<file path="config.mk">
export PLATFORM = sky130hd
export DESIGN_NAME = cla_mul_seq
export DESIGN_NICKNAME = d
export VERILOG_FILES = /design/src/rtl/cla_mul_seq.sv
export SDC_FILE = /design/constraint.sdc
export NUM_CORES = 1
export LEC_CHECK = 0
export CELL_PAD_IN_SITES_DETAIL_PLACEMENT = 0
export CELL_PAD_IN_SITES_GLOBAL_PLACEMENT = 1
export CORE_UTILIZATION = 44
export CTS_BUF_LIST = sky130_fd_sc_hd__clkbuf_16
export CTS_CLUSTER_DIAMETER = 200
export CTS_CLUSTER_SIZE = 14
export DETAILED_ROUTE_END_ITERATION = 6
export MAX_ROUTING_LAYER = met4
export PLACE_DENSITY_LB_ADDON = 0.1
export REMOVE_ABC_BUFFERS = 1
export SLEW_MARGIN = 20
export SYNTH_ARGS = -nofsm -noshare
export SYNTH_HDL_FRONTEND = slang
export SYNTH_SLANG_ARGS = --single-unit
</file>
<file path="constraint.sdc">
create_clock -name clk -period 6.39 [get_ports clk]
set_clock_uncertainty 0.1 [all_clocks]
set_input_delay 1.278 -clock clk [delete_from_list [all_inputs] [get_ports clk]]
set_output_delay 1.278 -clock clk [all_outputs]
set_load 0.1 [all_outputs]
</file>
<file path="src/rtl/cla_mul_seq.sv">
// Iterative unsigned 32x32->64 shift-add multiplier.
// One add/shift step per cycle through a single 32-bit carry-lookahead adder.
// Operands arrive on a valid/ready input channel; the product leaves on a valid/ready output channel.

// 32-bit carry-lookahead adder: 4-bit lookahead groups, group carries chained.
module cla32 (
   input  logic [31:0] a,
   input  logic [31:0] b,
   input  logic        cin,
   output logic [31:0] s,
   output logic        cout
);

   logic [31:0] p;
   logic [31:0] g;
   logic [32:0] c;

   assign p = a ^ b;
   assign g = a & b;

   // Lookahead carries inside each group, group carry-out feeds the next group
   always_comb begin
      c    = '0;
      c[0] = cin;
      for (int unsigned k = 0; k < 8; k++) begin
         c[4*k+1] = g[4*k] | (p[4*k] & c[4*k]);
         c[4*k+2] = g[4*k+1] | (p[4*k+1] & g[4*k])
                  | (p[4*k+1] & p[4*k] & c[4*k]);
         c[4*k+3] = g[4*k+2] | (p[4*k+2] & g[4*k+1])
                  | (p[4*k+2] & p[4*k+1] & g[4*k])
                  | (p[4*k+2] & p[4*k+1] & p[4*k] & c[4*k]);
         c[4*k+4] = g[4*k+3] | (p[4*k+3] & g[4*k+2])
                  | (p[4*k+3] & p[4*k+2] & g[4*k+1])
                  | (p[4*k+3] & p[4*k+2] & p[4*k+1] & g[4*k])
                  | (p[4*k+3] & p[4*k+2] & p[4*k+1] & p[4*k] & c[4*k]);
      end
   end

   assign s    = p ^ c[31:0];
   assign cout = c[32];

endmodule

module cla_mul_seq #(
   parameter bit EARLY_EXIT = 1'b1
) (
   input  logic        clk,
   input  logic        rst,
   input  logic        in_valid,
   output logic        in_ready,
   input  logic [31:0] a,
   input  logic [31:0] b,
   output logic        out_valid,
   input  logic        out_ready,
   output logic [31:0] product_hi,
   output logic [31:0] product_lo,
   output logic        busy
);

   typedef enum logic [1:0] {
      IDLE = 2'b00,
      RUN  = 2'b01,
      DONE = 2'b10
   } state_t;

   state_t      state;
   state_t      state_nxt;

   logic [31:0] mcand;
   logic [31:0] hi;
   logic [31:0] lo;
   logic [31:0] mplier;
   logic [5:0]  cnt;

   logic        accept;
   logic [31:0] addend;
   logic [31:0] sum;
   logic        carry;
   logic [31:0] mplier_nxt;
   logic [5:0]  cnt_inc;
   logic [5:0]  shamt;
   logic [63:0] step;
   logic [63:0] step_res;
   logic        last;
   logic        early;

   assign accept = in_valid & in_ready;
   assign addend = lo[0] ? mcand : '0;

   // The adder's carry-out is exactly (hi[31]&addend[31]) | ((hi[31]|addend[31]) & ~sum[31])
   cla32 u_cla (
      .a    (hi),
      .b    (addend),
      .cin  (1'b0),
      .s    (sum),
      .cout (carry)
   );

   // One shift-add step; on early exit the remaining zero-add steps collapse into one right shift
   always_comb begin
      mplier_nxt = mplier >> 1;
      cnt_inc    = cnt + 6'd1;
      step       = {carry, sum, lo[31:1]};
      last       = (cnt_inc == 6'd32);
      early      = EARLY_EXIT && (mplier_nxt == '0);
      shamt      = early ? (6'd32 - cnt_inc) : '0;
      step_res   = step >> shamt;
   end

   // State register
   always_ff @(posedge clk or posedge rst) begin
      if (rst) begin
         state <= IDLE;
      end else begin
         state <= state_nxt;
      end
   end

   // Next-state logic
   always_comb begin
      state_nxt = IDLE;
      case (state)
         IDLE:    state_nxt = accept ? RUN : IDLE;
         RUN:     state_nxt = (last || early) ? DONE : RUN;
         DONE:    state_nxt = out_ready ? IDLE : DONE;
         default: state_nxt = IDLE;
      endcase
   end

   // Handshake and status outputs decoded from state
   always_comb begin
      in_ready  = 1'b0;
      out_valid = 1'b0;
      busy      = 1'b0;
      case (state)
         RUN:     busy      = 1'b1;
         DONE:    out_valid = 1'b1;
         default: in_ready  = 1'b1;
      endcase
   end

   // Datapath: operand load on accept, one step per RUN cycle, held through DONE
   always_ff @(posedge clk or posedge rst) begin
      if (rst) begin
         mcand  <= '0;
         hi     <= '0;
         lo     <= '0;
         mplier <= '0;
         cnt    <= '0;
      end else begin
         case (state)
            IDLE: begin
               if (in_valid) begin
                  mcand  <= a;
                  hi     <= '0;
                  lo     <= b;
                  mplier <= b;
                  cnt    <= '0;
               end
            end
            RUN: begin
               {hi, lo} <= step_res;
               mplier   <= mplier_nxt;
               cnt      <= cnt_inc;
            end
            default: ;
         endcase
      end
   end

   assign product_hi = hi;
   assign product_lo = lo;

endmodule

</file>
== Word level (Yosys, flattened, before mapping) ==
Cells that the tools add are included.
Word-level totals
  register bits after elaboration: 136
  bits in latches: 0
  memory bits (writable): 0
  ROM bits: 0
  logic and storage cells: 237
  memories kept: 0
Operators by class
  add/subtract/negate cells: 2
  multipliers: 0
  div/mod/pow operators: 0
  magnitude comparators: 0
  eq/ne operators: 4
  shift-type cells: 1
  multiplexer cells: 16
  bitwise logic cells: 201
  reductions and logical operators: 7
Operators with widths (number)
  $pmux W32 S2: 3
  $and A1 B1 Y1: 122
  $mux W32: 3
  $or A1 B1 Y1: 76
  $shr A64 B6 Y64: 1
  $xor A32 B32 Y32: 2
  $and A32 B32 Y32: 1
  $logic_not A32 Y1: 1
  $mux W6: 2
  $pmux W6 S2: 1
  $add A6 B1 Y6 const B: 1
  $eq A6 B6 Y1 const B: 1
  $pmux W2 S3: 1
  $sub A6 B6 Y6 const A: 1
  $mux W1: 4
  $mux W2: 2
  $reduce_and A2 Y1: 2
  $eq A2 B1 Y1 const B: 1
  $eq A2 B2 Y1 const B: 1
  $logic_not A2 Y1: 1
  $ne A2 B2 Y1 const B: 1
  $reduce_bool A2 Y1: 1
  $reduce_or A2 Y1: 1
  $logic_or A1 B1 Y1: 1

== Longest topological paths before layout ==
Gate-level depths: netlist of run 1.
  word-level depth: 23
  gate-level depth with buffers: 21
  depth with buffers taken out: 20

== By module ==
Synthesis of run 1 repeated with hierarchy kept, for this count alone.
Unflattened totals
  cells, all modules: 1436
  area, all modules: 12360.6 um^2
Modules (own cells, without submodules)
  cla_mul_seq: times used 1, cells each 1276, area an instance 10980.5 um^2
  cla32: times used 1, cells each 160, area an instance 1380.1 um^2

== Least setup slack after synthesis of run 1 ==
Ideal clock, no wire load.
  path kind: register -> register
  from: register lo[0] (netlist: product_lo[0])
  to: register lo[6] (netlist: product_lo[6])
  arrival time: 4758 ps
  path slack: 1445 ps
  stages on the path, launching flop included: 19
  period minus slack after synthesis: 4945 ps
  path through: dfrtp_1 > clkbuf_1 > nand2_1 > inv_1 > ha_1 > a211o_1 > a21oi_2 > inv_2 > a21o_1 > o21ai_4 > a31oi_1 > nor2_1 > fa_1 > and2_1 > o41ai_1 > o21ai_0 > a32oi_1 > mux2i_1 > o211ai_1
On the way
  longest elaborated chain between the ends: 23
Ends and longest elaborated chain
  from (decl): RTL line 71  | logic [31:0] lo;
  from (signal assigned): RTL line 162  | {hi, lo} <= step_res;
  $mux W32 (*): RTL line 88  | assign addend = lo[0] ? mcand : '0;
  $xor A32 B32 Y32 or $and A32 B32 Y32 (tied branches): RTL line 18, 19
  $and A1 B1 Y1, on equally long branches: RTL line 32, 33, 34
  $or A1 B1 Y1, or another cell as far along: RTL line 32  | c[4*k+4] = g[4*k+3] | (p[4*k+3] & g[4*k+2])
  $or A1 B1 Y1 or $and A1 B1 Y1 (tied branches): RTL line 33, 34
  $or A1 B1 Y1: RTL line 34  | | (p[4*k+3] & p[4*k+2] & p[4*k+1] & g[4*k])
  $and A1 B1 Y1: RTL line 35  | | (p[4*k+3] & p[4*k+2] & p[4*k+1] & p[4*k] & c[4*k]);
  $or A1 B1 Y1: RTL line 35
  (+7 left out)
  $or A1 B1 Y1: RTL line 35
  $and A1 B1 Y1: RTL line 35
  $or A1 B1 Y1: RTL line 35
  $and A1 B1 Y1, on equally long branches: RTL line 26, 28, 31
  $or A1 B1 Y1, on equally long branches: RTL line 26, 28, 31
  $xor A32 B32 Y32: RTL line 39  | assign s = p ^ c[31:0];
  $shr A64 B6 Y64 (*): RTL line 107  | step_res = step >> shamt;
  $pmux W32 S2 (*): RTL line 151  | case (state)
Every way passes the cells marked *; elsewhere a longest branch is shown, timed or not.
A chain may end at the register's enable or synchronous reset.

== Worst setup path after layout of run 1 ==
Ends and elaborated chain as after synthesis.

==> results.toml, run 1 <==
[floorplanning]
num_rows = 61
start_util = 0.4466
fp.dieW_um = 169.7
dieHeight_um = 169.7
core_area_sq_um = 27710
pin_count = 135
die-area_sq_um = 28800

[global_route]
grt_max_degree = 98
antenna_found_initial = 1
first_global_vias = 12550
grt_pass1_wl_um = 80320
grt_overflow = 0
grt_usage = 0.3857

[synth]
ys_ff_latch = 135
yosysUniqueCellTypes = 101
async_flop_share = 1.000
syn_area_sq_um = 12370
synth-edff-count = 0
synth_top_area_share = 0.2730
synthesis.instances = 1518
synth_top_area_cell = "dfrtp_1"
yosysWarnings = 0
syn_area_per_cell_sq_um = 8.152
ys_top_cells_by_count = "nand2_1 (187), dfrtp_1 (135), nor2_1 (132)"
synth_flop_cell = "dfrtp_1"
ys_seq_area_frac = 0.2730
synthTopCellsByArea = "dfrtp_1 (27%), mux2i_1 (6.1%), nand2_1 (5.7%)"
synth_most_common_cell = "nand2_1"

[cts]
path_clk_slew_ps = 70
hold_buffers = 0
root_buffer = "clkbuf_16"
cts_setup_buffers = 0
cts_buffer_depth = 2
cts_tree = "built"
cts_max_level = 4
cts_buffers = 17
cts_resized = 0
insertion_delay_ps = 450
cts.sinks = 135

[timing]
relSlewSlack = 0.3124
slew_violations = 0
hold_viol = 0
period_needed_ps = 5618
finalCritPeriodShare = 0.8792
max_freq_mhz = 178.0
final.setup.tns_ps = 0
layout_setup_ws_ps = 772.2
rsz0062_at_grt = "no"
tightest_slew_ps = 1026
setup_violations = 0
fin_hold_ws_ps = 394.7

[detailed_routing]
wl_met1_um = 22970
top_layer = "met4"
drtIter0Drc = 1752
drtPass1Iterations = 7
vias = 13490
via_per_inst = 6.772
wl_met2_um = 22690
met3_length_um = 5705
drt_wl_total_um = 53600
routedWlPerCell_um = 26.91
route.detailed.drc = 4
drtAntennaViolNets = 0

[placed_design]
place_hpwl_um = 38990
pre_cts_ws_ps = 905.7
gp_congestion = 1.007
io_buffers = 134

[layout]
final_nets = 1712
layout-drive-gt1-share = 0.1086
area_delta_synth_final_pct = 18.97
nFillCells = 2714
final_util = 0.5314
multi_input_area_sq_um = 8394
final-seq-area_sq_um = 3378

[setup_path]
crit_path_end_kind = "register"
cp_slowest_cell = "o41ai_1"
worstPathRequired_ps = 6650
critical_path.most_common_cell = "and2_1"
rrSetupSlack_ps = 770
rr_worst_depth = 16
slowest_delay_ps = 630
r2r-start = "product_lo[0]"
worstSetupEndpoint = "product_lo[6]"
worstSetupPathType = "register to register"
r2r_end = "product_lo[6]"
worstPathMaxFanout = 20
start_kind = "register"
arrival_ps = 5880
cp_cell_sequence = "buf_4 > and2_1 > ha_1 > nand4_1 > nor4_2 > a21o_1 > o21ai_4 > a31oi_1 > nor2_1 > fa_1 > and2_1 > o41ai_1 > o21ai_0 > a32oi_1 > mux2i_1 > o211ai_1"
crit_start = "product_lo[0]"

[hold_path]
min_path_type = "register to register"

[pwr]
p_per_area_nw_per_um2 = 615.6
peakVddDrop_uv = 354.7
p_leak_nw = 6.130
p_total_mw = 9.063

[flow_run]
cap_violations = 0

[run_status]
outcome = "finished with violations"
violations = "design-rule violations"
[power breakdown]
group / internal [mW] / total (mW) / switching (mW)
Clock: 0.616 / 1.07 / 0.450
Sequential: 1.22 / 1.65 / 0.430
Combinational: 1.97 / 6.34 / 4.37
Total: 3.81 / 9.06 / 5.25
[metrics by stage]
step | cell area (sq um) | cells
CTS | 14680 | 1989
global placement | 14080 | 1957
global route | 14720 | 1992
finish | 14720 | 1992
floorplan | 11870 | 1402
detailed placement | 14080 | 1957
[layer usage]
metal | up-vias | track usage
met5 | - | -
met4 | 0 | 0.1602
met3 | 137 | 0.09562
met2 | 807 | 0.5447
met1 | 6626 | 0.5213
li1 | 5919 | -
[worst min path at each step]
stage	start	depth (start not counted)	to	slack (ps)
3_5_place_dp	mcand[11]	1	mcand[11]	380
3_3_place_gp	mcand[4]	1	mcand[4]	380
5_1_grt	mcand[7]	1	mcand[7]	410
6_report	mcand[5]	1	mcand[5]	390
4_1_cts	mcand[4]	1	mcand[4]	400
2_1_floorplan	mplier[1]	2	mplier[1]	370
[sequential cells by signal, summed over array words and instances (netlist names)]
signal / count
mcand: 32
product_hi: 32
product_lo: 32
mplier: 31
cnt: 6
state: 2
[area by class of cell]
class                           count  area share
Antenna cell                        2   0.0003400
Clock buffer                       17     0.02890
Clock inverter                     15     0.01190
Inverter                           33    0.008754
Multi-Input combinational cell   1234      0.5702
Sequential cell                   135      0.2295
Tap cell                          378     0.03213
Timing Repair Buffer              178      0.1183
[critical path, delay by kind of cell (launching register included)]
family,cells,cell delay (ps)
and+or+nand+nor,5,1120
DFF,1,550
adders and majority gates,2,950
buffers and inverters,1,290
muxes,1,230
AOI/OAI and AO/OA,7,2280
[cells by family (layout without fill, tap and decap cells)]
family          count (synthesis)  in the layout  synth area share
simple gates                  547            547            0.2121
compound gates                496            496            0.2855
buf+inv                       149            243           0.05106
flops                         135            135            0.2730
mux                           127            127            0.1145
fa+ha+maj                      45             45           0.05035
xor+xnor                       19             19           0.01345
other cells                     0              2                 0
[placed cells by master (no fill, tap or decap), types with 11 or more instances in the layout]
cell type	netlist	routed
a211o_1	11	11
a211oi_1	24	24
a21o_1	17	17
a21oi_1	64	64
a222oi_1	18	18
a22o_1	11	11
a22oi_1	22	22
a31oi_1	29	29
and2_1	46	46
buf_4	6	39
clkbuf_16	0	17
clkdlybuf4s50_1	0	134
dfrtp_1	135	135
ha_1	37	37
inv_1	31	31
mux2_2	43	43
mux2i_1	76	76
nand2_1	187	186
nand3_1	47	46
nand4_1	16	16
nor2_1	132	131
nor3_1	38	38
nor4_1	13	13
o211ai_1	31	31
o21a_1	13	12
o21ai_0	71	71
o21ai_1	16	15
o22ai_1	47	47
o31ai_1	15	15
xnor2_1	11	11
Power figures use the tool's default switching activity.
==> run 2, diff against run 1 <==
Settings changed: HOLD_SLACK_MARGIN from default to 0.15.
==> results of run 2 <==
Final layout, timing and power as in run 1 (identical DEF).
